## config.mk

```make
export PLATFORM = sky130hd
export DESIGN_NAME = biquad_rr_scheduler
export DESIGN_NICKNAME = d
export VERILOG_FILES = /design/src/rtl/biquad_rr_scheduler.sv
export SDC_FILE = /design/constraint.sdc
export NUM_CORES = 1
export LEC_CHECK = 0
export ABC_AREA = 1
export BUFFER_PORTS_ARGS = -buffer_cell sky130_fd_sc_hd__buf_2
export CAP_MARGIN = 20
export CORE_MARGIN = 10
export CORE_UTILIZATION = 35
export CTS_BUF_LIST = sky130_fd_sc_hd__clkbuf_4
export CTS_CLUSTER_SIZE = 14
export DETAILED_ROUTE_END_ITERATION = 12
export SYNTH_ARGS = -nofsm -noshare
export SYNTH_HDL_FRONTEND = slang
export SYNTH_SLANG_ARGS = --single-unit
```

## constraint.sdc

```tcl
create_clock -name clk -period 3.49 [get_ports clk]
set_input_delay 0.698 -clock clk [delete_from_list [all_inputs] [get_ports clk]]
set_output_delay 0.698 -clock clk [all_outputs]
set_load 0.02 [all_outputs]
```

## src/rtl/biquad_rr_scheduler.sv

```systemverilog
// rtl/biquad_rr_scheduler.sv - round-robin channel scheduler for one shared pipelined biquad engine.
// Optional per-channel issue and stall counters enabled by `define BIQ_SCHED_STATS_EN.
module biquad_rr_scheduler #(
    parameter int NUM_CH = 4,
    parameter int DATA_W = 16,
    parameter int LAT    = 2,
    localparam int CH_W  = $clog2(NUM_CH)
) (
    input  logic                       clk,
    input  logic                       rst,
    input  logic                       en,
    input  logic [NUM_CH-1:0]          ch_valid,
    input  logic [NUM_CH*DATA_W-1:0]   ch_data,
    output logic [NUM_CH-1:0]          ch_ready,
    output logic                       eng_valid,
    output logic signed [DATA_W-1:0]   eng_din,
    output logic [CH_W-1:0]            eng_ch,
    output logic                       eng_clr,
    input  logic signed [DATA_W-1:0]   eng_dout,
    output logic                       out_valid,
    output logic signed [DATA_W-1:0]   out_data,
    output logic [CH_W-1:0]            out_ch,
    output logic                       idle
`ifdef BIQ_SCHED_STATS_EN
    ,
    input  logic                       stat_clr,
    output logic [NUM_CH*16-1:0]       stat_issue,
    output logic [15:0]                stall_cnt
`endif
);

    typedef enum logic [1:0] {S_IDLE, S_RUN, S_DRAIN} state_t;

    state_t                r_state;
    logic [CH_W-1:0]       r_rr_ptr;
    logic [3:0]            r_cool [NUM_CH];
    logic [LAT:1]          r_tag_v;
    logic [CH_W-1:0]       r_tag_ch [LAT:1];

    logic [NUM_CH-1:0]     w_elig;
    logic                  w_gnt_any;
    logic [CH_W-1:0]       w_gnt_idx;
    logic signed [DATA_W-1:0] w_sample;
    logic                  w_grant_en;
    logic                  w_empty;

    always_comb begin
        for (int i = 0; i < NUM_CH; i++) begin
            w_elig[i] = ch_valid[i] && (r_cool[i] == 4'd0);
        end
    end

    // Scan upward from r_rr_ptr with wrap; first eligible channel wins.
    always_comb begin
        int              v_idx;
        logic [CH_W-1:0] v_sel;
        v_idx     = 0;
        v_sel     = '0;
        w_gnt_any = 1'b0;
        w_gnt_idx = '0;
        w_sample  = '0;
        for (int k = 0; k < NUM_CH; k++) begin
            v_idx = int'(r_rr_ptr) + k;
            if (v_idx >= NUM_CH) v_idx = v_idx - NUM_CH;
            v_sel = CH_W'(v_idx);
            if (!w_gnt_any && w_elig[v_sel]) begin
                w_gnt_any = 1'b1;
                w_gnt_idx = v_sel;
                w_sample  = ch_data[v_idx*DATA_W +: DATA_W];
            end
        end
    end

    assign w_grant_en = (r_state == S_RUN) && en && w_gnt_any;
    assign ch_ready   = w_grant_en ? (NUM_CH'(1) << w_gnt_idx) : '0;
    assign w_empty    = !eng_valid && !(|r_tag_v) && !out_valid;

    always_ff @(posedge clk or posedge rst) begin
        if (rst) begin
            r_state   <= S_IDLE;
            r_rr_ptr  <= '0;
            r_tag_v   <= '0;
            for (int k = 1; k <= LAT; k++) r_tag_ch[k] <= '0;
            eng_valid <= 1'b0;
            eng_din   <= '0;
            eng_ch    <= '0;
            eng_clr   <= 1'b0;
            out_valid <= 1'b0;
            out_data  <= '0;
            out_ch    <= '0;
            idle      <= 1'b1;
        end else begin
            eng_clr   <= 1'b0;
            eng_valid <= w_grant_en;
            if (w_grant_en) begin
                eng_din  <= w_sample;
                eng_ch   <= w_gnt_idx;
                r_rr_ptr <= (w_gnt_idx == CH_W'(NUM_CH - 1)) ? '0 : w_gnt_idx + CH_W'(1);
            end
            // Tag pipe stage k holds the tag issued k cycles ago, lined up with the engine.
            r_tag_v[1]  <= eng_valid;
            r_tag_ch[1] <= eng_ch;
            for (int k = 2; k <= LAT; k++) begin
                r_tag_v[k]  <= r_tag_v[k-1];
                r_tag_ch[k] <= r_tag_ch[k-1];
            end
            out_valid <= r_tag_v[LAT];
            if (r_tag_v[LAT]) begin
                out_data <= eng_dout;
                out_ch   <= r_tag_ch[LAT];
            end
            case (r_state)
                S_IDLE: begin
                    if (en) begin
                        r_state <= S_RUN;
                        eng_clr <= 1'b1;
                        idle    <= 1'b0;
                    end
                end
                S_RUN: begin
                    if (!en) r_state <= S_DRAIN;
                end
                S_DRAIN: begin
                    if (en) begin
                        r_state <= S_RUN;
                    end else if (w_empty) begin
                        r_state <= S_IDLE;
                        idle    <= 1'b1;
                    end
                end
                default: begin
                    r_state <= S_IDLE;
                    idle    <= 1'b1;
                end
            endcase
        end
    end

    // A granted channel sleeps LAT cycles so its y[n] is back before x[n+1] issues.
    always_ff @(posedge clk or posedge rst) begin
        if (rst) begin
            for (int i = 0; i < NUM_CH; i++) r_cool[i] <= 4'd0;
        end else begin
            for (int i = 0; i < NUM_CH; i++) begin
                if (w_grant_en && (w_gnt_idx == CH_W'(i))) begin
                    r_cool[i] <= 4'(LAT);
                end else if (r_cool[i] != 4'd0) begin
                    r_cool[i] <= r_cool[i] - 4'd1;
                end
            end
        end
    end

`ifdef BIQ_SCHED_STATS_EN
    logic [15:0] r_stat [NUM_CH];
    logic [15:0] r_stall_cnt;
    logic        w_stall;

    assign w_stall   = (r_state == S_RUN) && (|ch_valid) && !w_grant_en;
    assign stall_cnt = r_stall_cnt;

    always_ff @(posedge clk or posedge rst) begin
        if (rst) begin
            for (int i = 0; i < NUM_CH; i++) r_stat[i] <= '0;
            r_stall_cnt <= '0;
        end else if (stat_clr) begin
            for (int i = 0; i < NUM_CH; i++) r_stat[i] <= '0;
            r_stall_cnt <= '0;
        end else begin
            for (int i = 0; i < NUM_CH; i++) begin
                if (w_grant_en && (w_gnt_idx == CH_W'(i)) && (r_stat[i] != 16'hFFFF)) begin
                    r_stat[i] <= r_stat[i] + 16'd1;
                end
            end
            if (w_stall && (r_stall_cnt != 16'hFFFF)) r_stall_cnt <= r_stall_cnt + 16'd1;
        end
    end

    always_comb begin
        for (int i = 0; i < NUM_CH; i++) stat_issue[i*16 +: 16] = r_stat[i];
    end
`endif

endmodule

```

After elaboration in Yosys (flattened, before gate mapping):

Cells that the tools add are included.

* bits in registers: 66
* output and inout port bits: 44
* word-level logic and storage cells: 136

* add/sub/neg operators: 12
* $lt $le $gt $ge: 8
* eq/ne operators: 10
* shifts and indexed selects: 5
* muxes and demuxes: 45
* bitwise gates (word level): 1
* reductions and logical operators: 38

Operator list (number)
* $shiftx 64x32->16: 4
* $mux 28: 4
* $mux 16: 4
* $mux 4: 9
* $mux 2: 9
* $logic_not 4->1: 4
* $reduce_bool 4->1: 4
* $sub 4x1->4 const B: 4
* $logic_and 1x1->1: 15
* $mux 1: 13
* $lt 2x3->1 const B: 4
* $sub 3x3->4 const B: 3
* $ge 3x3->1 const B: 3
* $bmux 1 s2: 4
* $ne 2x2->1 const B: 4
* $reduce_bool 2->1: 4
* $add 2x2->3 const B: 2
* $eq 2x2->1 const B: 3
* $logic_not 1->1: 6
* $pmux 2 s3: 1
* $eq 2x1->1 const B: 2
* $logic_not 2->1: 2
* $reduce_and 4->1: 1
* $shl 1x2->4 const A: 1
* other kinds (9): 9

Longest topological paths before layout:

Gate-level depths: netlist of the first run.

* depth after elaboration: 17
* gate-level depth with buffers: 17
* mapped depth without buffers: 16

Worst setup path after synthesis of the first run:

No wires, ideal clock.

* path type: reg-to-output
* start point: register r_rr_ptr[1]
* end point: output port ch_ready[3]
* arrival: 2.564 ns
* data required time: 2.792 ns
* setup slack: 0.228 ns
* cell stages (with the launch flop): 15
* path buffers: 3
* cells stage by stage: dfrtp_1 -> inv_2 -> clkbuf_1 -> ha_1 -> buf_2 -> inv_2 -> clkbuf_1 -> a21oi_1 -> a31oi_1 -> nand3_1 -> nand2_1 -> inv_2 -> ha_1 -> nand2_1 -> inv_1

* longest elaborated chain between the ends: 16
* elaborated cells between the ends (all ways): 40

Ends and longest elaborated chain
* start, declared: RTL line 35 `logic [CH_W-1:0] r_rr_ptr;`
* start signal, assigned: RTL line 98 `r_rr_ptr <= (w_gnt_idx == CH_W'(NUM_CH - 1)) ? '0 : w_gnt_idx + CH_W'(1);`
* branches (longest 13 deep; another with $sub 3x3->4)
* $mux 2 (*): RTL line 66 `if (!w_gnt_any && w_elig[v_sel]) begin`
* via w_gnt_idx[1]: RTL line 42 `logic [CH_W-1:0] w_gnt_idx;`
* $shl 1x2->4 (*): RTL line 75 `assign ch_ready = w_grant_en ? (NUM_CH'(1) << w_gnt_idx) : '0;`
* $mux 4 (*): RTL line 75
* end, declared: RTL line 14 `output logic [NUM_CH-1:0] ch_ready,`

Mark *: on every way through the listed nets, which the timed path passes. The select of a mux whose other input is x is not followed.

Final worst setup path of the first run:

* start point: register r_cool[0] (netlist name)
* end point: output port ch_ready[1]

* longest elaborated chain between the ends: 16
* elaborated cells between the ends (all ways): 27

Ends and longest elaborated chain
* start, declared: RTL line 36 `logic [3:0] r_cool [NUM_CH];`
* start signal, assigned by index: RTL line 146 `r_cool[i] <= 4'(LAT);`
* start signal, assigned by index: RTL line 148 `r_cool[i] <= r_cool[i] - 4'd1;`
* $logic_not 4->1 (*): RTL line 49 `w_elig[i] = ch_valid[i] && (r_cool[i] == 4'd0);`
* $logic_and 1x1->1 (*): RTL line 49
* $bmux 1 s2: RTL line 66
* $mux 1 (implied by the code): RTL line 66
* $mux 1: RTL line 66
* $logic_not 1->1: RTL line 66
* $logic_and 1x1->1: RTL line 66
* $mux 1: RTL line 66
* $logic_not 1->1: RTL line 66
* $logic_and 1x1->1: RTL line 66
* $mux 1: RTL line 66
* $logic_not 1->1: RTL line 66
* $logic_and 1x1->1: RTL line 66
* $mux 2 (*): RTL line 66
* via w_gnt_idx[0]: RTL line 42
* $shl 1x2->4 (*): RTL line 75
* $mux 4 (*): RTL line 75

Mark *: on every way through the listed nets, which the timed path passes. The rest lies on a longest branch. The select of a mux whose other input is x is not followed.

==> run summary, run 1 <==
The run finished with clean final reports. Across the run, the number of max-cap violations was 0. The synthesis-to-layout area growth came out at 19.0%.

The wire length per cell after detailed routing came out at ~14 um. The total nets after synthesis came out at 921. The Yosys warning count came out at 0. The switching share of power is a little over half. The type of destination of the critical path is a primary output. The deepest level of the CTS H-tree came out at 3. The number of detailed-route iterations in the first pass came out at 4. The worst register-to-register path begins at r_rr_ptr[0]. The post-place instance area came out at 5980 um^2. The count of endpoints failing hold in the final timing report was 0. The worst hold path belongs to the class flop to flop.

The post-synthesis cell count came out at 818. The number of antenna violations at the first check in global routing is 1. The final count of pins violating max slew was 0.

The area of the mapped netlist is 5260 um^2. The basic-gate share of the synthesized area counting and, or, nand and nor cells is a little over a third. The DRC marker count from the first detailed-route iteration is 412. Using the TritonRoute via totals, the vias-per-cell ratio works out to 4.87. For the worst setup path, the data arrival time is 2.54 ns. For this block, the via count after detailed routing is 5454. The clock power share came out at 9.0%. The overall overflow remaining after global route came out at 0. The library cells used most frequently in the layout, excluding fill and tap cells, are 257 x sky130_fd_sc_hd__nand2_1, 130 x sky130_fd_sc_hd__buf_2, 105 x sky130_fd_sc_hd__o21ai_0, 78 x sky130_fd_sc_hd__nor2_1, 69 x sky130_fd_sc_hd__inv_1. The non-filler instance count after layout came out at between 1k and 1.5k. The transition time at the pin with the least slew margin came out at between 0.8 and 0.9 ns. STA classifies the critical path startpoint as a flop. The clock latency on the worst-skew pair came out at 0.42 ns. The final net count is 1033.

The average instance in the mapped netlist occupies 6.43 um^2. The number of I/O pins is roughly 130. The sequential cell fraction of total power is 20.9%.

The detail route stage leaves a number of antenna-violating nets equal to 0. The die width is 143 um. TritonCTS built the clock tree. The total of hold buffers inserted after clock tree synthesis came out at 0. The combinational share of power is 70.1%. The required time of the critical path is 2.79 ns. The worst hold path begins at r_tag_ch[1]. The library cell used most frequently in the layout, excluding fill and tap cells, is sky130_fd_sc_hd__nand2_1. The clock period minus worst slack is 3.24 ns. The worst clock skew came out at 0.0140 ns.

The sequential-to-total area share from yosys stat came out at 31.4%. The detailed-placement wirelength estimate came out at 11.5 mm. The root cell of the clock tree is sky130_fd_sc_hd__clkbuf_4. The instance count after placement with tap cells included came out at approximately 1.1k. The number of rows created at floorplan came out at 44. The reported leakage power is roughly 0.0034 uW. The final total negative setup slack came out at 0 ns. The worst slew slack as a fraction of its limit came out at 40.8%. The final wirelength came out at roughly 16 mm. The critical path is of the flop to primary output type. The worst vdd rail ir drop came out at 0.537 mV. The post-synthesis adder-cell area fraction is around 3.8%.

The maximum number of pins on one net before global-route repair is 120. The number of synthesized register bits came out at 66. The setup-violating endpoint count in the final report is 0.

After clock tree synthesis, the clock-pin slew on the worst setup and hold paths is 0.11 ns. The distinct cell type count of the synthesized netlist is 35. The worst setup slack after layout came out at 0.253 ns. The net switching power figure is 3510 uW. The via count of the first global-routing pass came to 5009. The number of sinks driven by the clock tree came out at 66. The starting density of the core is between 30% and 40%. The hold slack came out at 0.348 ns. The height of the chip is 143 um. For this design the ratio of total power to cell area is between 1000 and 1500 nW/um^2.

The portion of netlist area occupied by mux cells came out at 0%. The floorplan die area is 20300 um^2. The clock buffer count from CTS is 9. Routability-driven placement finished with a final weighted congestion of 0.809. The top fanout value on the critical path is 5. After Yosys synthesis, XOR and XNOR cells account for 1.50% of the synthesized area. The internal portion of the total power is a little under 3000 uW. The wire length of the first global-routing pass is 25.6 mm. The number of remaining DRC errors is 0. The synthesized-area fraction occupied by ao, oa, aoi and oai cells is ~16%. Counting along the longest clock path gives a buffer depth of 2. Summing all non-filler instances in the final layout gives an area of 6260 um^2. The worst setup slack before clock tree synthesis came out at 0.411 ns.

In this run the standard cell core region covers 14600 um^2. For this run, the total global-route usage over all layers was measured as roughly 15%. The number of buffers added on ports is 130. Cells with a size suffix above 1 make up 22.5% of the layout. The source of the critical timing path is r_cool[0]. After synthesis, the largest family of logic cells by area is simple AND/OR/NAND/NOR gates.

Derived from the worst setup path, the maximum achievable clock frequency is 309 MHz. The share of the cycle needed by the critical path after routing came out at 92.8%.
-- cell type report --
cell class              count  area, um^2
inverters                  81         314
flip-flops and latches     66        1660
clock inverters             5        78.8
well taps                 184         230
multi-input cells         623        3090
repair buffers            149         806
fillers                  1586        8380
diodes                      1        2.50
clock buffers              11        82.6
-- worst max-delay path: stages (launching register included) --
cell and delay [ns]:
sky130_fd_sc_hd__dfrtp_1 0.43, sky130_fd_sc_hd__inv_2 0.09, sky130_fd_sc_hd__ha_4 0.14, sky130_fd_sc_hd__nand4_1 0.16
sky130_fd_sc_hd__nand2_2 0.16, sky130_fd_sc_hd__nand2_4 0.08, sky130_fd_sc_hd__nand2_8 0.11, sky130_fd_sc_hd__inv_2 0.05
sky130_fd_sc_hd__o21ai_1 0.06, sky130_fd_sc_hd__nand2_1 0.07, sky130_fd_sc_hd__nand2_2 0.10, sky130_fd_sc_hd__nand2_1 0.09
sky130_fd_sc_hd__inv_1 0.09, sky130_fd_sc_hd__ha_1 0.16, sky130_fd_sc_hd__nand2_2 0.09, sky130_fd_sc_hd__inv_1 0.07
sky130_fd_sc_hd__buf_2 0.15
-- Yosys cell counts --
cell type,n,area (um^2)
sky130_fd_sc_hd__clkbuf_1,17,63.8
sky130_fd_sc_hd__ha_1,16,200
sky130_fd_sc_hd__nor2_1,78,293
sky130_fd_sc_hd__nand2_8,1,20.0
sky130_fd_sc_hd__nand3_1,41,205
sky130_fd_sc_hd__a21oi_1,39,195
sky130_fd_sc_hd__nor2_2,3,18.8
sky130_fd_sc_hd__nor2_4,3,33.8
sky130_fd_sc_hd__nand2_2,3,18.8
sky130_fd_sc_hd__clkinv_1,1,3.75
sky130_fd_sc_hd__buf_1,1,3.75
sky130_fd_sc_hd__nand4_4,1,21.3
sky130_fd_sc_hd__nand2_1,264,991
sky130_fd_sc_hd__nand2_4,2,22.5
sky130_fd_sc_hd__a31oi_1,1,6.26
sky130_fd_sc_hd__o211ai_1,1,7.51
sky130_fd_sc_hd__dfrtp_1,65,1630
sky130_fd_sc_hd__buf_4,10,75.1
sky130_fd_sc_hd__or2_2,1,6.26
sky130_fd_sc_hd__o21ai_1,3,15.0
sky130_fd_sc_hd__nor3_1,6,30.0
sky130_fd_sc_hd__nand3_4,1,17.5
sky130_fd_sc_hd__nand3_2,2,20.0
sky130_fd_sc_hd__nand4_2,4,50.1
sky130_fd_sc_hd__xnor2_1,5,43.8
sky130_fd_sc_hd__inv_4,1,6.26
sky130_fd_sc_hd__o21ai_0,105,526
sky130_fd_sc_hd__dfstp_2,1,26.3
sky130_fd_sc_hd__xor2_1,4,35.0
sky130_fd_sc_hd__buf_6,6,67.6
sky130_fd_sc_hd__buf_2,14,70.1
sky130_fd_sc_hd__o22ai_1,16,100
sky130_fd_sc_hd__inv_1,73,274
sky130_fd_sc_hd__nand4_1,23,144
sky130_fd_sc_hd__inv_2,6,22.5
-- final timing paths --
| path | end | slack, ns | depth (start not counted) |
|---|---|---|---|
| max | ch_ready[1] | 0.25 | 16 |
| min | r_tag_ch[3] | 0.35 | 0 |
| max reg2reg | eng_din[11] | 0.92 | 10 |
| min reg2reg | r_tag_ch[3] | 0.35 | 0 |
| max in group asynchronous | r_rr_ptr[0] | 2.46 | 3 |
| min in group asynchronous | r_state[0] | 0.38 | 2 |
-- repair_timing --
| action | CTS | global route |
|---|---|---|
| setup buffers | 0 | 5 |
| gates resized for setup | 3 | 19 |
| setup endpoints to repair | 4 | 4 |
| pin swaps | 0 | 4 |
-- cells by family after synthesis --
| group | Yosys count |
|---|---|
| compound gates | 165 |
| xor+xnor | 9 |
| fa+ha+maj | 16 |
| buf+inv | 129 |
| flops | 66 |
| simple gates | 433 |
-- per-layer routing --
metal | share of wire (%) | track usage, %
met1 | 50 | 21.9
met2 | 41 | 22.6
met3 | 7.9 | 3.27
met4 | 1.4 | 5.32
met5 | 0 | 0
-- stage by stage --
stage                     util [%]  power, uW
after floorplan                  -       4680
after global placement        40.8       5660
after detailed placement      40.8       5680
after CTS                     42.0       6320
after global routing          42.8       7200
final                         42.8       6460
-- power groups by stage --
stage,clock (uW),combinational (uW),sequential (uW)
floorplan,0,3130,1550
global placement,0,4310,1360
detailed placement,0,4310,1370
CTS,610,4350,1360
global route,644,5160,1390
finish,582,4530,1350
-- registers in the layout, indices dropped and copies added, names as in the netlist --
signal and count:
r_cool 16, out_ch 2, out_data 16, eng_valid 1, r_tag_ch 4, r_tag_v 2, eng_din 16, out_valid 1
eng_clr 1, r_rr_ptr 2, idle 1, r_state 2, eng_ch 2
(Power assumes the default switching activity.)
==> run 2, diff against run 1 <==
- BUFFER_PORTS_ARGS: -buffer_cell sky130_fd_sc_hd__buf_2 -> not set
- DONT_BUFFER_PORTS: not set -> 1
==> run summary, run 2 (same netlist as run 1, synthesis figures left out) <==
Result of the run: finished, final reports clean (unchanged). The final count of pins violating max slew was 0 (unchanged). The overall overflow remaining after global route was 0 (unchanged).

The maximum number of pins on one net before global-route repair is 104 (was 120). The number of remaining DRC errors is 0 (unchanged). The startpoint of the lowest-slack hold path is en (was r_tag_ch[1]). The endpoint of the worst-slack reg-to-reg timing path is eng_din[11] (unchanged). The hold-critical path endpoint is r_state[1] (was r_tag_ch[3]). The total design power came out at 5990 uW (was 6460 uW). The fraction of final layout cells with drive strength greater than 1 came out at 9.19% (was 22.5%). The maximum clock frequency is 303 MHz (was 309 MHz). The classification of the worst-slack hold path was primary input to flop (was flop to flop).

The clock power share came to 7.3% (was 9.0%). The root cell of the clock tree was sky130_fd_sc_hd__clkbuf_4 (unchanged). The type of destination of the critical path was a primary output (unchanged).

The internal power contribution came to 2580 uW (was 2950 uW). The die width came out at 143 um (unchanged). The all-layer global routing usage is 14.7% (was 15.4%).

The placer's final routability congestion estimate came out at 0.844 (was 0.809). The area of all placed cells without fillers came out at 5520 um^2 (was 6260 um^2). The via count of the first global-routing pass was 4424 (was 5009).

The core occupancy in the finished layout was 37.7% (was 42.8%). The worst clock skew came out at 0.0140 ns (about the same). The share of the cycle needed by the critical path after routing came out at 94.7% (was 92.8%).

The count of antenna-violating nets left after detailed routing is 0 (unchanged). The largest stage delay on the critical path was 0.49 ns (was 0.43 ns). The sequential cell fraction of total power came out at 27.2% (was 20.9%). The required time of the critical path came out at 2.79 ns (about the same).

The total via count in the routed design came out at 4960 (was 5454). The maximum count of clock buffers along a single path came out at 2 (unchanged). The clock period minus worst slack is 3.30 ns (was 3.24 ns).

The height of the chip is 143 um (unchanged). The final net count came out at 903 (was 1033). The starting density of the core is 35.9% (unchanged). The number of rows created at floorplan is 44 (unchanged). The number of antenna violations at the first check in global routing came out at 1 (unchanged). Commonest cells after routing, fill and taps aside: 261 x sky130_fd_sc_hd__nand2_1, 105 x sky130_fd_sc_hd__o21ai_0, 78 x sky130_fd_sc_hd__nor2_1, 69 x sky130_fd_sc_hd__inv_1, 64 x sky130_fd_sc_hd__dfrtp_1 (was 257 x sky130_fd_sc_hd__nand2_1, 130 x sky130_fd_sc_hd__buf_2, 105 x sky130_fd_sc_hd__o21ai_0, 78 x sky130_fd_sc_hd__nor2_1, 69 x sky130_fd_sc_hd__inv_1).

The critical register-to-register path startpoint is r_rr_ptr[0] (unchanged). The startpoint type of the worst setup path is a flop (unchanged). The final wirelength is 15.3 mm (was 15.8 mm).

The internal reg-to-reg setup slack came out at 0.75 ns (was 0.92 ns). The combinational share of power was 65.5% (was 70.1%). The worst slew slack as a fraction of its limit came out at 41.1% (was 40.8%).

The synthesis-to-layout area growth came out at 4.88% (was 19.0%). The net switching power figure is 3420 uW (was 3510 uW). The family of cells with the greatest summed delay on the critical path is simple AND/OR/NAND/NOR gates (unchanged). The wire length per cell after detailed routing is 15.4 um (was 14.1 um).

The routed via count divided by cell count came out at 5.01 (was 4.87). The number of buffers added on ports was 0 (was 130). The number of detailed-route iterations in the first pass is 5 (was 4).

The clock transition at the register clock pins on the worst setup and hold paths after CTS came out at 0.12 ns (was 0.11 ns). The commonest non-fill, non-tap cell in the layout is sky130_fd_sc_hd__nand2_1 (unchanged). The count of endpoints failing hold in the final timing report is 0 (unchanged).

The floorplan die area came out at 20300 um^2 (unchanged). The most common cell type on the critical path is sky130_fd_sc_hd__nand2_1 (was sky130_fd_sc_hd__nand2_2). The post-place instance area was 5330 um^2 (was 5980 um^2). The depth of the worst register-to-register path came out at 11 (was 10).

The switching share of power is 57.0% (was 54.3%). The top fanout value on the critical path is 13 (was 5). The reported leakage power came out at 0.00283 uW (was 0.00343 uW). The clock buffer count from CTS is 9 (unchanged). The arrival time reported for the critical path endpoint came out at 2.61 ns (was 2.54 ns). The worst vdd rail ir drop is 0.487 mV (was 0.537 mV).

The number of sinks driven by the clock tree came out at 66 (unchanged). The core footprint came out at 14600 um^2 (unchanged). The clock latency on the worst-skew pair was 0.43 ns (was 0.42 ns).

The number of violations of the max-capacitance limit came out at 0 (unchanged). The count of cells along the worst hold path is 1 (was 0). The DRC marker count from the first detailed-route iteration is 445 (was 412).

The number of I/O pins came out at 131 (unchanged). The critical path buffer and inverter count came out at 4 (was 5). The setup-violating endpoint count in the final report is 0 (unchanged). The total of hold buffers inserted after clock tree synthesis came out at 0 (unchanged). The cell with the largest stage delay on the worst path is sky130_fd_sc_hd__dfrtp_4 (was sky130_fd_sc_hd__dfrtp_1). Leading registers by flop count: eng_din (16), out_data (16), r_cool (16) (unchanged).

The deepest level of the CTS H-tree came out at 3 (unchanged). The total power per unit cell area is 1090 nW/um^2 (was 1030 nW/um^2). The transition time at the pin with the least slew margin came to 0.882 ns (was 0.888 ns). The count of filler cells inserted in the layout came to 1624 (was 1586).

Cell-by-cell trace of the critical path: inv_2 > ha_4 > inv_2 > nand3_2 > nand2_4 > a21oi_1 > nand2_1 > nand2_1 > nand2_1 > inv_1 > ha_1 > nand2_1 > inv_2 (was inv_2 > ha_4 > nand4_1 > nand2_2 > nand2_4 > nand2_8 > inv_2 > o21ai_1 > nand2_1 > nand2_2 > nand2_1 > inv_1 > ha_1 > nand2_2 > inv_1 > buf_2). The detailed-placement wirelength estimate is 11.3 mm (was 11.5 mm). The wire length of the first global-routing pass came out at 24.1 mm (was 25.6 mm). The startpoint-to-endpoint class of the critical path was flop to primary output (unchanged).

The clock tree from TritonCTS is yes (unchanged).
## run 2: changes by cell type in the layout (fill, tap and decap cells not counted), sizes merged
cell      before  now
inv           80   81
buf          149   19
bufinv         2    0
clkinv         2    4
clkbuf        11    9
clkinvlp       2    3
## run 2: power by group through the flow
| stage | logic (uW) | clock network [uW] | registers [uW] |
|---|---|---|---|
| after detailed placement | 3830 | 0 | 1660 |
| after CTS | 3850 | 455 | 1650 |
| after global routing | 4490 | 487 | 1690 |
| final | 3920 | 436 | 1630 |
| after global placement | 3790 | 0 | 1660 |
| after floorplan | 3130 | 0 | 1550 |
## run 2: worst max path at each step
stage | from | to | slack [ns] | cells past startpoint
after global placement | r_rr_ptr[0] | ch_ready[1] | 0.45 | 13
after floorplan | r_rr_ptr[1] | ch_ready[3] | 0.23 | 14
after global routing | r_rr_ptr[1] | ch_ready[0] | -0.003 | 11
after detailed placement | r_rr_ptr[0] | ch_ready[1] | 0.40 | 13
after CTS | r_cool[4] | ch_ready[1] | -0.008 | 15
final | r_rr_ptr[0] | ch_ready[3] | 0.19 | 13
## run 2: timing repair
item | CTS | global route
setup endpoints to repair | 4 | 4
buffers inserted | 0 | 3
gates resized for setup | 3 | 12
pin swaps | 0 | 3
## run 2: per-layer routing
metal,global-route usage [%],part of all wire (%),vias up
met5,0,0,-
met4,4.51,1.2,0
met3,5.41,10,11
met2,21.8,42,192
met1,19.4,46,2145
li1,-,-,2612
## run 2: area by class of cell
cell class | count | area [um^2] | share of cell area, %
Antenna cell | 1 | 2.50 | 0.0454
Clock buffer | 9 | 67.6 | 1.22
Clock inverter | 7 | 43.8 | 0.794
Inverter | 81 | 309 | 5.60
Multi-Input combinational cell | 623 | 3060 | 55.4
Sequential cell | 66 | 1660 | 30.0
Tap cell | 184 | 230 | 4.17
Timing Repair Buffer | 19 | 150 | 2.72
## run 2: through the flow
stage | instances | TNS [ns] | setup slack, ns | hold WS [ns]
after CTS | 986 | -0.00762 | -0.00762 | 0.285
after floorplan | 818 | 0 | 0.228 | 0.331
after detailed placement | 970 | 0 | 0.397 | 0.336
after global placement | 970 | 0 | 0.449 | 0.331
final | 990 | 0 | 0.186 | 0.314
after global routing | 990 | -0.00300 | -0.00300 | 0.270
==> run 3, diff against run 2 <==
- CORE_ASPECT_RATIO: not set -> 1.2
==> run summary, run 3 (same netlist as run 1, synthesis figures left out) <==
The depth of the worst register-to-register path was 11 (unchanged). Setup repair after global routing left no endpoint under its margin. The final wirelength is 14.9 mm (was 15.3 mm). The final net count came to 902 (was 903). The layer carrying the most global-route usage is met2 (unchanged).

The number of rows created at floorplan came to 49 (was 44). Result of the run: finished, final reports clean (unchanged). The clock buffer count from CTS is 9 (unchanged). The total via count in the routed design came out at 5008 (was 4960). The family of cells with the greatest summed delay on the critical path is simple AND/OR/NAND/NOR gates (unchanged). The total number of cells along the worst setup path came out at 15 (was 13). The root cell of the clock tree is sky130_fd_sc_hd__clkbuf_4 (unchanged). The total design power came out at 6120 uW (was 5990 uW). The source of the critical timing path is r_cool[0] (was r_rr_ptr[0]). The routed via count divided by cell count came out at 4.96 (was 5.01). The clock transition at the register clock pins on the worst setup and hold paths after CTS came out at 0.12 ns (about the same).

The number of violations of the max-capacitance limit was 0 (unchanged). Commonest cells after routing, fill and taps aside: 260 x sky130_fd_sc_hd__nand2_1, 105 x sky130_fd_sc_hd__o21ai_0, 78 x sky130_fd_sc_hd__nor2_1, 68 x sky130_fd_sc_hd__inv_1, 64 x sky130_fd_sc_hd__dfrtp_1 (was 261 x sky130_fd_sc_hd__nand2_1, 105 x sky130_fd_sc_hd__o21ai_0, 78 x sky130_fd_sc_hd__nor2_1, 69 x sky130_fd_sc_hd__inv_1, 64 x sky130_fd_sc_hd__dfrtp_1). The clock latency on the worst-skew pair is 0.42 ns (was 0.43 ns). The reported leakage power came out at 0.00288 uW (was 0.00283 uW).

The starting density of the core is 35.3% (was 35.9%). The maximum clock frequency was 301 MHz (was 303 MHz). The commonest non-fill, non-tap cell in the layout was sky130_fd_sc_hd__nand2_1 (unchanged). The hold slack came out at 0.322 ns (was 0.314 ns). The maximum number of pins on one net before global-route repair is 118 (was 104).

The fraction of final layout cells with drive strength greater than 1 is 9.33% (was 9.19%). The worst slew slack as a fraction of its limit came out at 43.3% (was 41.1%). The maximum count of clock buffers along a single path is 2 (unchanged). The total power per unit cell area is 1090 nW/um^2 (about the same). The height of the chip came out at 154 um (was 143 um).

The number of antenna violations at the first check in global routing came out at 1 (unchanged). The deepest level of the CTS H-tree was 3 (unchanged). The number of sinks driven by the clock tree is 66 (unchanged). The type of destination of the critical path was a primary output (unchanged).

The most common cell type on the critical path is sky130_fd_sc_hd__nand2_1 (unchanged). The count of filler cells inserted in the layout is 1624 (unchanged). The worst clock skew came to 0.0165 ns (was 0.0140 ns).

The startpoint-to-endpoint class of the critical path is flop to primary output (unchanged). The clock tree from TritonCTS is yes (unchanged). The count of endpoints failing hold in the final timing report came out at 0 (unchanged).

The number of buffers added on ports came out at 0 (unchanged). The wire length per cell after detailed routing is 14.8 um (was 15.4 um). The count of antenna-violating nets left after detailed routing came out at 0 (unchanged).

The setup-violating endpoint count in the final report is 0 (unchanged). The required time of the critical path came to 2.79 ns (about the same). The largest stage delay on the critical path came to 0.42 ns (was 0.49 ns). The met2 demand-to-capacity share in global routing is 22.4% (was 21.8%).

Leading registers by flop count: eng_din (16), out_data (16), r_cool (16) (unchanged). The clock period minus worst slack is 3.32 ns (was 3.30 ns). The number of remaining DRC errors came out at 0 (unchanged). The final total negative setup slack is 0 ns (unchanged). The critical register-to-register path startpoint is r_rr_ptr[0] (unchanged).

The startpoint type of the worst setup path is a flop (unchanged). The wire length of the first global-routing pass is 24.7 mm (was 24.1 mm). The floorplan die area is 20400 um^2 (was 20300 um^2). The all-layer global routing usage was 14.4% (was 14.7%). The count of cells along the worst hold path came out at 1 (unchanged).

The number of detailed-route iterations in the first pass is 5 (unchanged). The worst vdd rail ir drop came out at 0.335 mV (was 0.487 mV). The core footprint was 14900 um^2 (was 14600 um^2).

The overall overflow remaining after global route is 0 (unchanged). The cell with the largest stage delay on the worst path is sky130_fd_sc_hd__dfrtp_1 (was sky130_fd_sc_hd__dfrtp_4). The DRC marker count from the first detailed-route iteration came out at 323 (was 445).

The arrival time reported for the critical path endpoint came out at 2.62 ns (was 2.61 ns). The share of the cycle needed by the critical path after routing came out at 95.2% (was 94.7%). The met3 global-route usage came out at 3.31% (was 5.41%). The transition time at the pin with the least slew margin came to 0.850 ns (was 0.882 ns). The final count of pins violating max slew was 0 (unchanged).

The number of I/O pins came to 131 (unchanged). Cell-by-cell trace of the critical path: inv_1 > ha_1 > nand4_1 > nand2_2 > nand2_4 > nand2_8 > inv_2 > o21ai_1 > nand2_1 > nand2_1 > nand2_1 > inv_1 > ha_1 > nand2_2 > inv_2 (was inv_2 > ha_4 > inv_2 > nand3_2 > nand2_4 > a21oi_1 > nand2_1 > nand2_1 > nand2_1 > inv_1 > ha_1 > nand2_1 > inv_2). The top fanout value on the critical path is 8 (was 13). The met1 layer usage reported by global route was 19.0% (was 19.4%).

The placer's final routability congestion estimate came out at 0.822 (was 0.844). The classification of the worst-slack hold path is primary input to flop (unchanged). The detailed-placement wirelength estimate came out at 11.1 mm (was 11.3 mm). The via count of the first global-routing pass is 4804 (was 4424). The startpoint of the lowest-slack hold path is en (unchanged). The critical path buffer and inverter count is 4 (unchanged).

The die width came to 132 um (was 143 um). The synthesis-to-layout area growth came out at 6.28% (was 4.88%).
run 3: routing by layer:
metal / wire, um / share of wire, %
met1: 6950 / 47
met2: 6600 / 44
met3: 972 / 6.5
met4: 390 / 2.6
met5: 0 / 0
run 3: path summary, 6_finish.rpt:
check / endpoint / slack (ns)
min in group asynchronous: r_tag_v[1] / 0.40
setup / recovery: ch_ready[1] / 0.17
hold / removal: r_state[1] / 0.32
setup reg to reg: eng_din[11] / 0.80
hold reg to reg: r_tag_ch[3] / 0.36
max in group asynchronous: r_rr_ptr[0] / 2.48
run 3: metrics by stage:
step / instance area (um^2) / setup WS, ns / util [%] / std cells
CTS: 5530 / -0.0101 / 37.1 / 1004
global route: 5590 / 0.00243 / 37.5 / 1009
floorplan: 5260 / 0.228 / - / 818
global placement: 5330 / 0.473 / 35.8 / 986
finish: 5590 / 0.168 / 37.5 / 1009
detailed placement: 5330 / 0.385 / 35.8 / 986
run 3: timing repair:
| item | 4_1_cts | 5_1_grt |
|---|---|---|
| pin swaps | 1 | 3 |
| resized for setup | 2 | 11 |
| endpoints found under the setup margin | 4 | 4 |
| hold buffers | 0 | 0 |
| setup buffers | 2 | 4 |
run 3: area by class of cell:
cell class / instances / area (um^2) / share of cell area, %
diodes: 1 / 2.50 / 0.0448
clock buffers: 10 / 75.1 / 1.34
clock inverters: 6 / 115 / 2.06
inverters: 81 / 312 / 5.57
multi-input cells: 623 / 3040 / 54.3
flip-flops and latches: 66 / 1660 / 29.6
well taps: 204 / 255 / 4.57
repair buffers: 18 / 139 / 2.48
run 3: report_power, final:
group          leakage [uW]  internal, uW  switching [uW]  total, uW
registers          0.000821          1110             541       1650
logic               0.00196          1300            2500       3800
clock network     0.0000968           373             291        664
total               0.00288          2780            3330       6120
